**src/rtl/cpu_pkg.sv**
```systemverilog
// cpu_pkg: shared register-file widths, typedefs and constants.
//   XLEN     - data width of a register write
//   RA_W     - register address width
//   reg_addr_t / word_t - register address and data word types
//   REG_ZERO - address of the hard-wired zero register
package cpu_pkg;
    localparam int XLEN = 32;
    localparam int RA_W = 5;
    typedef logic [RA_W-1:0] reg_addr_t;
    typedef logic [XLEN-1:0] word_t;
    localparam reg_addr_t REG_ZERO = 5'd0;
endpackage

```
**src/rtl/rr_priority_picker.sv**
```systemverilog
// rr_priority_picker: combinational round-robin pick of the first set request at or after ptr.
//   req_in   - request vector
//   ptr_in   - highest-priority index this cycle
//   gnt_out  - one-hot grant (all zero when nothing requested)
//   idx_out  - encoded index of the granted request
//   any_out  - high when some request was granted
module rr_priority_picker
    import cpu_pkg::*;
#(
    parameter int NUM_REQ = 4
) (
    input  logic [NUM_REQ-1:0]         req_in,
    input  logic [$clog2(NUM_REQ)-1:0] ptr_in,
    output logic [NUM_REQ-1:0]         gnt_out,
    output logic [$clog2(NUM_REQ)-1:0] idx_out,
    output logic                       any_out
);
    localparam int IW = $clog2(NUM_REQ);
    logic [IW-1:0] w_j;
    // Walk offsets from farthest to nearest so the closest requester to ptr wins.
    always_comb begin
        idx_out = '0;
        any_out = 1'b0;
        w_j     = '0;
        for (int k = NUM_REQ - 1; k >= 0; k--) begin
            w_j = IW'((int'(ptr_in) + k) % NUM_REQ);
            if (req_in[w_j]) begin
                idx_out = w_j;
                any_out = 1'b1;
            end
        end
        gnt_out = any_out ? NUM_REQ'(1) << idx_out : '0;
    end
endmodule

```
**src/rtl/writeback_arbiter.sv**
```systemverilog
// writeback_arbiter: round-robin sharing of the register-file write port among NUM_REQ producers.
//   clk_in, rst_in     - clock, synchronous active-high reset
//   req_valid_in       - per-requester write request
//   req_wa_in/wd_in    - packed per-requester address / data
//   req_ready_out      - one-hot acceptance, combinational from valid
//   hold_in            - freezes writeback (no grant, pointer held)
//   we_out/wa_out/wd_out/grant_id_out - registered write port, one cycle after the grant
module writeback_arbiter
    import cpu_pkg::*;
#(
    parameter int NUM_REQ = 4,
    parameter int XLEN    = cpu_pkg::XLEN,
    parameter int RA_W    = cpu_pkg::RA_W
) (
    input  logic                       clk_in,
    input  logic                       rst_in,
    input  logic [NUM_REQ-1:0]         req_valid_in,
    input  logic [NUM_REQ*RA_W-1:0]    req_wa_in,
    input  logic [NUM_REQ*XLEN-1:0]    req_wd_in,
    output logic [NUM_REQ-1:0]         req_ready_out,
    input  logic                       hold_in,
    output logic                       we_out,
    output logic [RA_W-1:0]            wa_out,
    output logic [XLEN-1:0]            wd_out,
    output logic [$clog2(NUM_REQ)-1:0] grant_id_out
);
    localparam int IW = $clog2(NUM_REQ);
    logic [IW-1:0]      r_ptr;
    logic [NUM_REQ-1:0] w_req;
    logic [NUM_REQ-1:0] w_gnt;
    logic [IW-1:0]      w_idx;
    logic               w_any;
    logic [RA_W-1:0]    w_wa;
    logic [XLEN-1:0]    w_wd;
    // Masking the requests (not the grant) keeps ready a pure function of valid.
    assign w_req = (rst_in || hold_in) ? '0 : req_valid_in;
    rr_priority_picker #(.NUM_REQ(NUM_REQ)) u_picker (
        .req_in  (w_req),
        .ptr_in  (r_ptr),
        .gnt_out (w_gnt),
        .idx_out (w_idx),
        .any_out (w_any)
    );
    assign req_ready_out = w_gnt;
    assign w_wa = req_wa_in[w_idx*RA_W +: RA_W];
    assign w_wd = req_wd_in[w_idx*XLEN +: XLEN];
    always_ff @(posedge clk_in) begin
        if (rst_in) begin
            r_ptr        <= '0;
            we_out       <= 1'b0;
            wa_out       <= '0;
            wd_out       <= '0;
            grant_id_out <= '0;
        end else begin
            // x0 writes are accepted and shown on the port but never enabled.
            we_out <= w_any && (w_wa != RA_W'(REG_ZERO));
            if (w_any) begin
                wa_out       <= w_wa;
                wd_out       <= w_wd;
                grant_id_out <= w_idx;
                r_ptr        <= (int'(w_idx) == NUM_REQ - 1) ? '0 : w_idx + 1'b1;
            end
        end
    end
endmodule

```
**config.mk**
```make
export PLATFORM = sky130hd
export DESIGN_NAME = writeback_arbiter
export DESIGN_NICKNAME = d
export VERILOG_FILES = /design/src/rtl/cpu_pkg.sv /design/src/rtl/rr_priority_picker.sv /design/src/rtl/writeback_arbiter.sv
export SDC_FILE = /design/constraint.sdc
export NUM_CORES = 1
export LEC_CHECK = 0
export CORE_MARGIN = 4
export CORE_UTILIZATION = 32
export CTS_CLUSTER_SIZE = 16
export DETAILED_ROUTE_END_ITERATION = 12
export PLACE_DENSITY = 0.83
export REMOVE_ABC_BUFFERS = 1
export SYNTH_ARGS = -nofsm -noshare
export SYNTH_HDL_FRONTEND = slang
export SYNTH_SLANG_ARGS = --single-unit
```
**constraint.sdc**
```tcl
create_clock -name clk_in -period 3 [get_ports clk_in]
set_input_delay 0.9 -clock clk_in [delete_from_list [all_inputs] [get_ports clk_in]]
set_output_delay 0.9 -clock clk_in [all_outputs]
set_load 0.02 [all_outputs]
```
==> results.sh <==
export IMPL_pwr_share_clk=0.275
export IMPL_nets=706
export IMPL_finalClockSkew_ps=6.71
export IMPL_wirelength_microns=10500
export IMPL_ios=199
export IMPL_dieWidth_microns=102
export IMPL_cts_buffer_depth=2
export IMPL_cts_buffers=5
export IMPL_r2r_end="wd_out[25]"
export IMPL_core_area_sq_um=8680
export IMPL_grt_overflow=0
export IMPL_die_area_sq_um=10500
export IMPL_cts_sinks=42
export IMPL_cts_hold_buf=0
export IMPL_violations="negative setup slack"
export IMPL_outcome="finished, violations left"
export IMPL_reg2reg_depth=9
export IMPL_grt_setup_unrepaired="yes"
export IMPL_vias=3410
export IMPL_antenna_found_initial=0
export IMPL_ys_seq_area_frac=0.295
export IMPL_min_from="wd_out[11]"
export IMPL_ir_worst_vdd_uv=174
export IMPL_leakagePower_uw=0.00197
export IMPL_avgSynthCellArea_sq_um=8.25
export IMPL_multi_input_area_sq_um=1880
export IMPL_num_rows=34
export IMPL_register_area_sq_um=841
export IMPL_p_int_uw=1170
export IMPL_p_sw_uw=436
export IMPL_port_buffers=198
export IMPL_ys_warn_count=0
export IMPL_r2r_slack_ps=550
export IMPL_ant_nets=0
export IMPL_timing_fmax_mhz=317
export IMPL_drive_gt1_frac=0.142
export IMPL_async_flop_share=0
export IMPL_min_path_type="flip-flop to flip-flop"
export IMPL_crit_path_start_kind="primary input"
export IMPL_tns_ps=-594
export IMPL_dpl_cell_area_sq_um=4930
export IMPL_synth_edff_count=0
export IMPL_relSlewSlack=0.652
export IMPL_period_needed_ps=3160
export IMPL_area_growth_pct=83.2
export IMPL_reg2reg_from="r_ptr[1]"
export IMPL_crit_required_ps=2100
export IMPL_grt_pass1_wl_microns=15600
export IMPL_combPwrFrac=0.349
export IMPL_worst_slew_pin_slew_ps=522
export IMPL_endpoint_kind="output port"
export IMPL_ys_flop_type="dfxtp_1"
export IMPL_min_period_over_period=1.05
export IMPL_drt_iter0_markers=67
export IMPL_worstSetupEndpoint="req_ready_out[3]"
export IMPL_layout_setup_ws_ps=-157
export IMPL_clock_latency_ps=290
export IMPL_layout_common_cells="clkdlybuf4s50_1, nand2_1, a21oi_1"
export IMPL_fill_cells=764
export IMPL_grt_pass1_vias=3318
export IMPL_dr_pass1_iters=4
export IMPL_worstPathArrival_ps=2260
export IMPL_seqPwrFrac=0.377
export IMPL_crit_type="primary input to output port"
export IMPL_crit_fanout=4
export IMPL_post_dp_hpwl_microns=8170
export IMPL_swShare=0.271
export IMPL_diodes=0
export IMPL_whs_ps=456
export IMPL_wire_per_inst_microns=16.1
export IMPL_synth_seq_cells=42
export IMPL_power_density_nw_per_um2=308
export IMPL_critPathLaunch="req_valid_in[1]"
export IMPL_cts_tree="done"
export IMPL_final_common_cell="clkdlybuf4s50_1"
export IMPL_grt_max_degree=46
export IMPL_gp_congestion=0.886
export IMPL_vias_per_cell=5.20
export IMPL_root_buffer="clkbuf_8"
export IMPL_cts_clk_slew_worst_paths_ps=70
export IMPL_grt_use_total=0.187
export IMPL_drc=0
export IMPL_fin_area_sq_um=5220
export IMPL_finalSetupViolations=4
export IMPL_die_y_microns=102
export IMPL_syn_area_sq_um=2850
export IMPL_h_tree_depth=2
export IMPL_drv_cap=0
export IMPL_synth_cell_type_count=35
export IMPL_syn_inst=345
export IMPL_start_util=0.328
export IMPL_hold_viol=0
export IMPL_slew_viol_final=0
==> worst min path at each step <==
stage                       endpoint  depth (start not counted)
after global routing      wd_out[11]                          2
after global placement    wd_out[17]                          2
after CTS                  wd_out[6]                          2
after detailed placement   wd_out[6]                          2
final                     wd_out[11]                          2
after floorplan             r_ptr[0]                          2
==> flip-flops by register name, indices dropped and copies added, names as in the netlist <==
signal / cells
wa_out: 5
wd_out: 32
we_out: 1
grant_id_out: 2
r_ptr: 2
==> power groups by stage <==
| stage | clock (uW) | sequential [uW] | combinational, uW |
|---|---|---|---|
| floorplan | 0 | 654 | 161 |
| global route | 481 | 609 | 601 |
| detailed placement | 0 | 618 | 540 |
| finish | 441 | 605 | 559 |
| global placement | 0 | 616 | 528 |
| CTS | 454 | 605 | 559 |
==> critical path: stages <==
cell and delay [ps]:
buf_8 100, buf_6 110, or2_4 240, nand4_1 110, a21boi_4 290, inv_4 90, ha_4 160, and2_4 130
buf_6 120
==> layout make-up <==
class,count,area share
timing repair buffer,227,0.428
multi-input combinational,268,0.361
sequential,42,0.161
tap,108,0.0259
clock buffer,5,0.0132
clock inverter,3,0.00768
inverter,3,0.00312
==> repair_timing <==
item	4_1_cts	5_1_grt
gates resized for setup	70	5
pin swaps	10	5
setup endpoints to repair	19	4
setup buffers	8	1
==> cell usage after synthesis, types with 2 or more instances <==
| master | number | area share |
|---|---|---|
| a221o_1 | 30 | 0.11 |
| nand2b_1 | 2 | 0.0044 |
| nor3_1 | 5 | 0.0088 |
| a21o_1 | 2 | 0.0053 |
| o31a_1 | 3 | 0.0092 |
| a21oi_1 | 67 | 0.12 |
| nand2_1 | 77 | 0.10 |
| a211oi_1 | 2 | 0.0053 |
| mux2_2 | 10 | 0.040 |
| a211o_1 | 2 | 0.0062 |
| a31oi_1 | 6 | 0.013 |
| nand3_1 | 5 | 0.0088 |
| buf_6 | 10 | 0.040 |
| buf_2 | 4 | 0.0070 |
| clkbuf_1 | 14 | 0.018 |
| buf_4 | 4 | 0.011 |
| and2_1 | 4 | 0.0088 |
| ha_1 | 4 | 0.018 |
| nor3b_1 | 2 | 0.0053 |
| inv_1 | 2 | 0.0026 |
| dfxtp_1 | 42 | 0.30 |
| mux2i_1 | 35 | 0.12 |
==> stage by stage <==
stage	setup slack, ps	std cells	total power (uW)	utilization
2_1_floorplan	-1060	313	814	-
3_3_place_gp	-959	639	1140	0.568
3_5_place_dp	-1040	639	1160	0.568
4_1_cts	-141	655	1620	0.599
5_1_grt	-216	656	1690	0.601
6_report	-157	656	1610	0.601
==> routing by layer <==
metal,track usage,share of wire,vias up
li1,-,-,1669
met5,0,0,-
met2,0.357,0.51,154
met3,0.0621,0.099,16
met4,0.0545,0.017,0
met1,0.192,0.38,1571
==> cell families (layout without fill, tap and decap cells) <==
group | count (synthesis) | in the layout | synth area share
buffers and inverters | 35 | 238 | 0.0804
AND/OR/NAND/NOR | 102 | 102 | 0.160
multiplexers | 45 | 45 | 0.163
flip-flops | 42 | 42 | 0.295
adder cells (fa/ha/maj) | 4 | 4 | 0.0176
AO/OA/AOI/OAI | 117 | 117 | 0.284
No activity file was read; power rests on OpenSTA's default activity.
==> patch (config.mk and constraints unchanged) <==
Change the package constant `REG_ZERO` from 5'd0 to 5'd1.
--- a/src/rtl/cpu_pkg.sv
+++ b/src/rtl/cpu_pkg.sv
@@ -10,3 +10,3 @@
     typedef logic [XLEN-1:0] word_t;
-    localparam reg_addr_t REG_ZERO = 5'd0;
+    localparam reg_addr_t REG_ZERO = 5'd1;
 endpackage
Behaviour: not the same (a bounded check fails within 4 cycles, from zero or initial values and one cycle with rst_in high).
==> patch against the original RTL <==
  * The run still ends with setup timing left
  * Fmax grew 3.9%
  * Total power shrank 0.82%
  * Setup slack gained 0.12 ns
  * Via count grew 3.9%
  * Routed wire length grew 3.8%
  * Clock skew shrank 0.0012 ns
  * Final area shrank 0.36%
  * Sequential cell count is the same
  * Synthesized area shrank 1.4%
  * Worst hold slack gained 0.00056 ns
  * Non-clock buffer count grew 8
  * Clock power shrank 16%
  * Largest cell class unchanged
==> patch: results (changes against the original RTL) <==
- RR Endpoint: wd_out[27]$_SDFFE_PP0P_
- Placed Area: 0.004906 sq mm (-0.46%)
- Wire length on met2: 5.026 mm (-5.8%)
- Layout Skew: 0.005539 ns (-0.001175 ns)
- DR WL/cell: 15.86 um (-1.2%)
- Synth top area cells: dfxtp_1 30%, nand2_1 15%, a21oi_1 14%
- DRT iter0 DRCs: 98 (+46%)
- R2R Setup Slk: 0.42 ns (-0.13 ns)
- Arrival time worst endpoint: 2.14 ns (-0.12 ns)
- Setup slack at placement: -0.9285 ns (+0.1101 ns)
- Share of layout cells above drive strength 1: 13.70% (-0.53 points)
- Hold_sp: wd_out[9]$_SDFFE_PP0P_
- Slowest cell on crit path: o211ai_2
- Nets: 742 (+5.1%)
- Status: complete, but fails checks
- Post-cts sizing count: 69 (-1.4%)
- Yosys cell types: 41 (+17%)
- Final GP Congestion: 0.8027 (-9.4%)
- Final setup viols: 2 (-2)
- Critical-path maximum fanout: 3 (-1)
- GRT Util Overall: 19.93% (+1.2 points)
- First-pass GRT wire length: 16.78 mm (+7.3%)
- Slew headroom: 52.07% (-13 points)
- Synth top cells by count: 113 x nand2_1, 77 x a21oi_1, 42 x dfxtp_1
- Crit path max-delay family: buffers and inverters
- Filler cells: 731 (-4.3%)
- DP Wirelength: 8.207 mm (+0.44%)
- Sequential fraction of the synthesis area: 29.96% (+0.43 points)
- Met3 routed WL: 1.399 mm (+35%)
- WL met1: 4.340 mm (+9.2%)
- Worst setup margin: -0.03870 ns (+0.1182 ns)
- Largest stage delay on the critical path: 0.21 ns (-0.08 ns)
- Violated checks: setup timing
- Worst hold endpoint: wd_out[9]$_SDFFE_PP0P_
- Post-CTS Setup Inserts: 10 (+2)
- Pleak: 0.002113 uW (+7.0%)
- CP Capture Point: req_ready_out[1]
## patch: cell count changes after synthesis, sizes merged, moves of 3 or more
cell,delta
a211o,+16
a21oi,+10
a221o,-13
a31oi,-5
buf,+7
clkbuf,-8
inv,+3
mux2,-10
mux2i,-15
nand2,+37
nand3,-3
nor3,-3
nor3b,+3
o211ai,+3
## patch: metal layers
metal | global-route usage [%] | vias up
met1 | 22.56 | 1598
met5 | 0 | -
met4 | 4.806 | 0
li1 | - | 1737
met2 | 35.06 | 195
met3 | 7.920 | 14
## patch: power groups by stage
| stage | Sequential (uW) | Combinational, uW | Clock (uW) |
|---|---|---|---|
| after floorplan | 679 | 164 | 0 |
| after global placement | 632 | 564 | 0 |
| after detailed placement | 634 | 573 | 0 |
| after CTS | 621 | 590 | 390 |
| after global routing | 626 | 644 | 413 |
| final | 621 | 600 | 371 |
## patch: area by class of cell
class | count | area share [%]
clock buffers | 7 | 1.661
clock inverters | 1 | 0.09629
inverters | 6 | 0.4815
multi-input cells | 293 | 35.03
flip-flops and latches | 42 | 16.18
well taps | 105 | 2.528
repair buffers | 235 | 44.03
## patch: through the flow
stage	hold WS [ns]	std cells	power, uW	util (%)	TNS, ns
6_report	0.4561	689	1592	62.01	-0.06503
5_1_grt	0.4771	689	1683	62.01	-0.1462
4_1_cts	0.4592	686	1602	61.13	-0.06897
3_5_place_dp	0.4477	668	1207	58.53	-12.56
3_3_place_gp	0.4419	668	1196	58.53	-11.09
2_1_floorplan	0.4891	341	842.8	-	-29.41
## patch: logic make-up after synthesis
group	Yosys count	synth area share, %
fa+ha+maj	4	1.783
simple gates	141	22.20
flops	42	29.96
compound gates	128	30.67
buf+inv	37	8.248
mux	20	7.133
